$ cat config.mk
export PLATFORM = sky130hd
export DESIGN_NAME = mlp_ctrl_pipe
export DESIGN_NICKNAME = d
export VERILOG_FILES = /design/src/rtl/mlp_ctrl_pipe.sv
export SDC_FILE = /design/constraint.sdc
export NUM_CORES = 1
export LEC_CHECK = 0
export BUFFER_PORTS_ARGS = -buffer_cell sky130_fd_sc_hd__buf_4
export CAP_MARGIN = 5
export CORE_ASPECT_RATIO = 0.6
export CORE_MARGIN = 8
export CORE_UTILIZATION = 52
export DETAILED_ROUTE_END_ITERATION = 8
export GPL_TIMING_DRIVEN = 0
export PLACE_DENSITY = 0.9
export SETUP_SLACK_MARGIN = 0.2
export SYNTH_ARGS = -nofsm -noshare
export SYNTH_HDL_FRONTEND = slang
export SYNTH_SLANG_ARGS = --single-unit
$ cat constraint.sdc
create_clock -name clk -period 1.7 [get_ports clk]
set_clock_uncertainty 0.05 [all_clocks]
set_input_delay 0.085 -clock clk [delete_from_list [all_inputs] [get_ports clk]]
set_output_delay 0.085 -clock clk [all_outputs]
set_load 0.01 [all_outputs]
$ cat src/rtl/mlp_ctrl_pipe.sv
`default_nettype none
// ============================================================================
// Module   : mlp_ctrl_pipe
// Function : Elastic DEPTH-stage buffer for the MLP controller control bundle,
//            with bubble collapsing, synchronous flush on run=0 and occupancy.
// Revision : 1.0 - initial release
// ============================================================================
module mlp_ctrl_pipe #(
    parameter int DATA_W = 43,
    parameter int DEPTH  = 2
) (
    input  logic                       clk,
    input  logic                       rst_n,
    input  logic                       run,
    input  logic                       in_valid,
    input  logic [DATA_W-1:0]          in_data,
    output logic                       in_ready,
    output logic                       out_valid,
    output logic [DATA_W-1:0]          out_data,
    input  logic                       out_ready,
    output logic [$clog2(DEPTH+1)-1:0] occupancy
);

    localparam int OCC_W = $clog2(DEPTH+1);

    logic [DEPTH-1:0]  r_v;
    logic [DATA_W-1:0] r_d [DEPTH];
    logic [OCC_W-1:0]  r_occ;

    logic [DEPTH-1:0]  w_acc;
    logic [DEPTH-1:0]  w_src_v;
    logic [DATA_W-1:0] w_src_d [DEPTH];
    logic              w_in_xfer;
    logic              w_out_xfer;

    generate
        for (genvar k = 0; k < DEPTH; k++) begin : g_stage
            // A stage may load when any stage from here to the output has a hole
            // or the sink drains; flattened form of the ripple accept chain.
            assign w_acc[k] = out_ready | ~(&r_v[DEPTH-1:k]);
            if (k == 0) begin : g_head
                assign w_src_v[k] = in_valid;
                assign w_src_d[k] = in_data;
            end else begin : g_body
                assign w_src_v[k] = r_v[k-1];
                assign w_src_d[k] = r_d[k-1];
            end
        end
    endgenerate

    assign in_ready   = run & w_acc[0];
    assign w_in_xfer  = in_valid & in_ready;
    assign w_out_xfer = r_v[DEPTH-1] & out_ready;

    always_ff @(posedge clk or negedge rst_n) begin
        if (!rst_n) begin
            r_v <= '0;
            for (int k = 0; k < DEPTH; k++) begin
                r_d[k] <= '0;
            end
        end else if (!run) begin
            r_v <= '0;
            for (int k = 0; k < DEPTH; k++) begin
                r_d[k] <= '0;
            end
        end else begin
            for (int k = 0; k < DEPTH; k++) begin
                if (w_acc[k]) begin
                    r_v[k] <= w_src_v[k];
                    if (w_src_v[k]) begin
                        r_d[k] <= w_src_d[k];
                    end
                end
            end
        end
    end

    always_ff @(posedge clk or negedge rst_n) begin
        if (!rst_n) begin
            r_occ <= '0;
        end else if (!run) begin
            r_occ <= '0;
        end else if (w_in_xfer && !w_out_xfer) begin
            r_occ <= r_occ + OCC_W'(1);
        end else if (!w_in_xfer && w_out_xfer) begin
            r_occ <= r_occ - OCC_W'(1);
        end
    end

    assign out_valid = r_v[DEPTH-1];
    assign out_data  = r_d[DEPTH-1];
    assign occupancy = r_occ;

endmodule
`default_nettype wire

### After elaboration in Yosys (flattened, before gate mapping)

Index checks and enable logic that the tools add are counted.

| operators by class | value |
|---|---|
| bitwise operators | 7 |
| muxes and demuxes | 11 |
| eq/ne operators | 5 |
| reductions and logical operators | 7 |
| add/sub/neg operators | 2 |

Operators with widths:

| kind | number |
|---|---|
| two-way mux 43 bit | 4 |
| two-way mux 86 bit | 1 |
| two-way mux 2 bit | 4 |
| inequality test 2 x 1 -> 1 bit (second input constant) | 4 |
| AND reduction 2 bit | 3 |
| AND 1 bit | 3 |
| inequality test 3 x 1 -> 1 bit (second input constant) | 1 |
| adder 2 x 1 -> 2 bit (second input constant) | 1 |
| logical AND 1 bit | 2 |
| zero test 1 bit | 2 |
| two-way mux 1 bit | 2 |
| inverter 1 bit | 2 |
| bitwise OR 1 bit | 2 |
| subtractor 2 x 1 -> 2 bit (second input constant) | 1 |

| word-level totals | value |
|---|---|
| register bits after elaboration | 90 |
| word-level logic and storage cells | 37 |
| output and inout port bits | 47 |

### Logic depth before layout (Yosys ltp)

| depth | value |
|---|---|
| depth after elaboration | 10 |
| gate-level depth with buffers | 5 |

### Worst setup path after synthesis

OpenSTA, ideal clock, no wires.

| path | value |
|---|---|
| path kind | reg2reg |
| start | register r_v[1] |
| end | register r_d[46] (netlist name) |
| path slack | 0.337 ns |
| stages on the path, launching flop included | 6 |
| data arrival time | 1.192 ns |
| data required time | 1.529 ns |
| buffers on the path | 2 |
| library setup time | 0.121 ns |
| cell sequence | dfrtp_1 -> nand3b_2 -> and3_1 -> buf_2 -> buf_6 -> a22o_1 |

| between the ends | value |
|---|---|
| cells in the longest elaborated chain, start to end | 5 |

RTL lines:

| item | line | text |
|---|---|---|
| start, declared | 26 | `logic [DEPTH-1:0] r_v;` |
| start signal, assigned by index | 69 | `r_v[k] <= w_src_v[k];` |
| AND reduction 2 bit | 40 | `assign w_acc[k] = out_ready \| ~(&r_v[DEPTH-1:k]);` |
| inverter 1 bit | 40 |  |
| bitwise OR 1 bit | 40 |  |
| inequality test 2 x 1 -> 1 bit (no line) | n/a |  |
| AND reduction 2 bit (no line) | n/a |  |
| end signal, assigned by index | 71 | `r_d[k] <= w_src_d[k];` |
| end, declared | 27 | `logic [DATA_W-1:0] r_d [DEPTH];` |

No other way between the ends.
A chain may end at the register's enable or synchronous reset.

### Final worst setup path

| path | value |
|---|---|
| start | register r_v[0] |
| end | register r_d (netlist bit out_data[23]) |

| between the ends | value |
|---|---|
| cells in the longest elaborated chain, start to end | 2 |

RTL lines:

| item |
|---|
| inequality test 2 x 1 -> 1 bit (no line) |
| AND reduction 2 bit (no line) |

No other way between the ends.

==> impl_metrics.yaml <==
setup_path:
  worstPathArrival_ns: 1.61
  timing.critical_path.slowest_stage_cell: "sky130_fd_sc_hd__dfrtp_2"
  reg2reg_slack_ns: 0.26
  critical_path.max_stage_delay_ns: 0.44
  critPathKind: "reg -> reg"
  cp_max_fo: 10
  rr_startpoint: "r_v[0]"
  cp_data_required_time_ns: 1.86
  kind_of_end_point_of_the_critical_path: "register"
  setup.worst_path.start: "r_v[0]"
  timing.critical_path.from_type: "register"
  timing.critical_path.max_delay_family: "buffers and inverters"
  timing.rr.end: "out_data[23]"
  critPathCapture: "out_data[23]"
  timing.reg2reg.worst_path_depth: 5
  timing.critical_path.buf_inv: 3
  cp.depth: 5
  cp_cell_sequence: "buf_4 > and3_1 > buf_2 > buf_6 > a22o_1"
floorplanning:
  initial_utilization: 0.541
  die_area_mm2: 0.0100
  floorplan_core_area_mm2: 0.00673
  rows: 23
  chipWidth_um: 124
  die_h_um: 80.8
  num_io_pins: 95
clock_tree:
  cts_root_buffer: "sky130_fd_sc_hd__clkbuf_16"
  cts_made_buffers: 9
  cts.sinks: 90
  htree_num_levels: 3
  tritoncts_clock_tree: "built"
  clkTransAtPathRegs_ns: 0.06
  insertion_delay_ns: 0.34
  cts_max_path_buffers: 2
sta:
  finalWorstPathRequiredPeriod_ns: 1.44
  max_freq_ghz: 0.692
  tightest_slew_ns: 0.789
  finalSetupTns_ns: 0
  whs_ns: 0.0881
  final_max_slew_viol_count: 0
  relative_slew_slack: 0.474
  final_min_period_over_clock_period: 0.850
  hold_viol_final: 0
  timing.final.setup_violations: 0
  rsz0062_at_grt: "false"
placed_design:
  place.gp.congestion: 0.790
  buffer_ports.inserted: 94
  placement.cell_area_mm2: 0.00445
  hpwl_um: 5750
  place_inst: 441
yosys:
  async_reset_ff_frac: 1.00
  dominantRegCellSynth: "sky130_fd_sc_hd__dfrtp_1"
  synthMostInstantiatedCell: "sky130_fd_sc_hd__dfrtp_1"
  synth.cells.most_frequent: "sky130_fd_sc_hd__dfrtp_1 (90), sky130_fd_sc_hd__a22o_1 (86), sky130_fd_sc_hd__buf_4 (47)"
  synth.top_cells.by_area: "sky130_fd_sc_hd__dfrtp_1 (62%), sky130_fd_sc_hd__a22o_1 (21%), sky130_fd_sc_hd__buf_4 (9.7%)"
  synth_top_cell_area_share: 0.619
  post-synth-top-area-cell: "sky130_fd_sc_hd__dfrtp_1"
  syn-cell-area_mm2: 0.00364
  post_synth_num_cell_types: 19
  synth.yosys.seq_area_share: 0.619
  synth_enable_flop_cells: 0
  syn_area_per_cell_um2: 14.0
  ys_warn_count: 0
  postSynthRegisterBits: 90
  syn_inst: 260
  syn-num-nets: 308
global_routing:
  grt_first_pass_wirelength_um: 13900
  antenna_found_initial: 0
  global_router_s_overall_resource_usage: 0.180
  first_global_vias: 2760
  globalRoute.totalOverflow: 0
  grt_start_max_net_pins: 91
layout:
  finalInstanceArea_mm2: 0.00527
  areaGrowthSynthToFinish_pct: 44.7
  layoutNonFillerInstCount: 504
  antenna-diode-count: 0
  final_core_util: 0.782
  final_net_count: 460
  proportion_of_layout_cells_with_a_drive_suffix_above_1: 0.422
  nFillCells: 419
drt:
  route.vias.total: 2637
  initialDrtViolationCount: 222
  detail_route.drc_violations: 0
  first_pass_iters: 4
  wl_per_cell_um: 17.4
  wirelength_um: 8770
  postRouteAntennaNets: 0
  viasPerCell: 5.23
power_and_ir_drop:
  irDropWorstVdd_uv: 650
  cellLeakagePower_nw: 2.79
  p_seq_frac: 0.465
  p_switching_mw: 1.09
  clock_network_fraction_of_design_power: 0.423
  internal-power_mw: 3.84
  cellPowerDensity_mw_per_mm2: 937
  combinationalPowerShare: 0.112
  power.switching_fraction: 0.221
status:
  outcome: "completed"
min_path:
  worstHoldPathType: "in -> reg"
flow_run:
  max_cap_violations: 0
-- kinds of logic after synthesis --
kind of cell           synth area share
AO/OA/AOI/OAI                     0.222
flip-flops                        0.619
buffers and inverters             0.133
AND/OR/NAND/NOR                  0.0206
multiplexers                    0.00550
-- timing repair --
item / in CTS / in global routing
buffers inserted: 0 / 2
endpoints found under the setup margin: 40 / 72
hold endpoints to repair: 134 / 0
hold buffers: 45 / 0
resized for setup: 2 / 5
-- metal layers --
| layer | track usage | share of wire |
|---|---|---|
| met1 | 0.233 | 0.44 |
| met5 | 0 | 0 |
| met2 | 0.282 | 0.46 |
| met4 | 0.0732 | 0.016 |
| met3 | 0.0547 | 0.081 |
-- worst min-delay path by stage --
stage	slack [ns]	from	cells after the start	end
2_1_floorplan	-0.26	rst_n	0	occupancy[0]
3_3_place_gp	0.25	in_data[25]	2	r_d[68]
3_5_place_dp	0.26	in_data[0]	2	r_d[43]
4_1_cts	0.06	out_ready	3	r_v[0]
5_1_grt	0.09	out_ready	3	r_v[0]
6_report	0.09	out_ready	3	r_v[0]
-- flip-flops by register name, summed over array words and instances (netlist names) --
signal     cells
r_d           43
occupancy      2
out_data      43
r_v            2
-- worst min-delay path, stage by stage --
cell                       delay, ns
sky130_fd_sc_hd__buf_4          0.11
sky130_fd_sc_hd__nand3b_4       0.15
sky130_fd_sc_hd__a21boi_0       0.09
-- cells in the final DEF, fill, tap and decap left out --
cell,count
sky130_fd_sc_hd__buf_4,142
sky130_fd_sc_hd__dfrtp_1,88
sky130_fd_sc_hd__a22o_1,86
sky130_fd_sc_hd__dlygate4sd3_1,45
sky130_fd_sc_hd__buf_6,9
sky130_fd_sc_hd__clkbuf_16,9
sky130_fd_sc_hd__buf_2,6
sky130_fd_sc_hd__nand2b_1,3
sky130_fd_sc_hd__clkbuf_1,3
sky130_fd_sc_hd__a21boi_4,2
sky130_fd_sc_hd__and3_1,2
sky130_fd_sc_hd__nand2_1,2
sky130_fd_sc_hd__mux2i_1,2
sky130_fd_sc_hd__inv_1,2
sky130_fd_sc_hd__a21boi_0,2
sky130_fd_sc_hd__bufinv_16,2
sky130_fd_sc_hd__dfrtp_2,2
sky130_fd_sc_hd__nand3b_4,1
sky130_fd_sc_hd__and2_1,1
sky130_fd_sc_hd__clkbuf_4,1
sky130_fd_sc_hd__o21ai_0,1
sky130_fd_sc_hd__and3b_1,1
sky130_fd_sc_hd__a21oi_1,1
sky130_fd_sc_hd__nor4bb_1,1
sky130_fd_sc_hd__a31oi_1,1
sky130_fd_sc_hd__clkinv_4,1
sky130_fd_sc_hd__clkinvlp_4,1
-- power groups by stage --
| stage | Sequential [mW] | Combinational, mW | Clock [mW] |
|---|---|---|---|
| 2_1_floorplan | 2.32 | 0.227 | 0 |
| 3_3_place_gp | 2.32 | 0.440 | 0 |
| 3_5_place_dp | 2.33 | 0.456 | 0 |
| 4_1_cts | 2.29 | 0.544 | 2.10 |
| 5_1_grt | 2.30 | 0.597 | 2.19 |
| 6_report | 2.29 | 0.550 | 2.09 |
-- cell type report --
type                    count  area (um^2)  area share
clock inverters             4         76.3      0.0145
well taps                  87          109      0.0207
flip-flops and latches     90         2250       0.428
multi-input cells         106          926       0.176
inverters                   2         7.51     0.00143
clock buffers              12          236      0.0449
plain buffers              62          480      0.0913
repair buffers            141         1170       0.223
-- metrics by stage --
stage	worst slack [ns]	power, mW
3_3_place_gp	0.253	2.76
6_report	0.256	4.93
3_5_place_dp	0.173	2.79
2_1_floorplan	0.337	2.54
5_1_grt	0.199	5.09
4_1_cts	0.194	4.94
(Power assumes the default switching activity.)
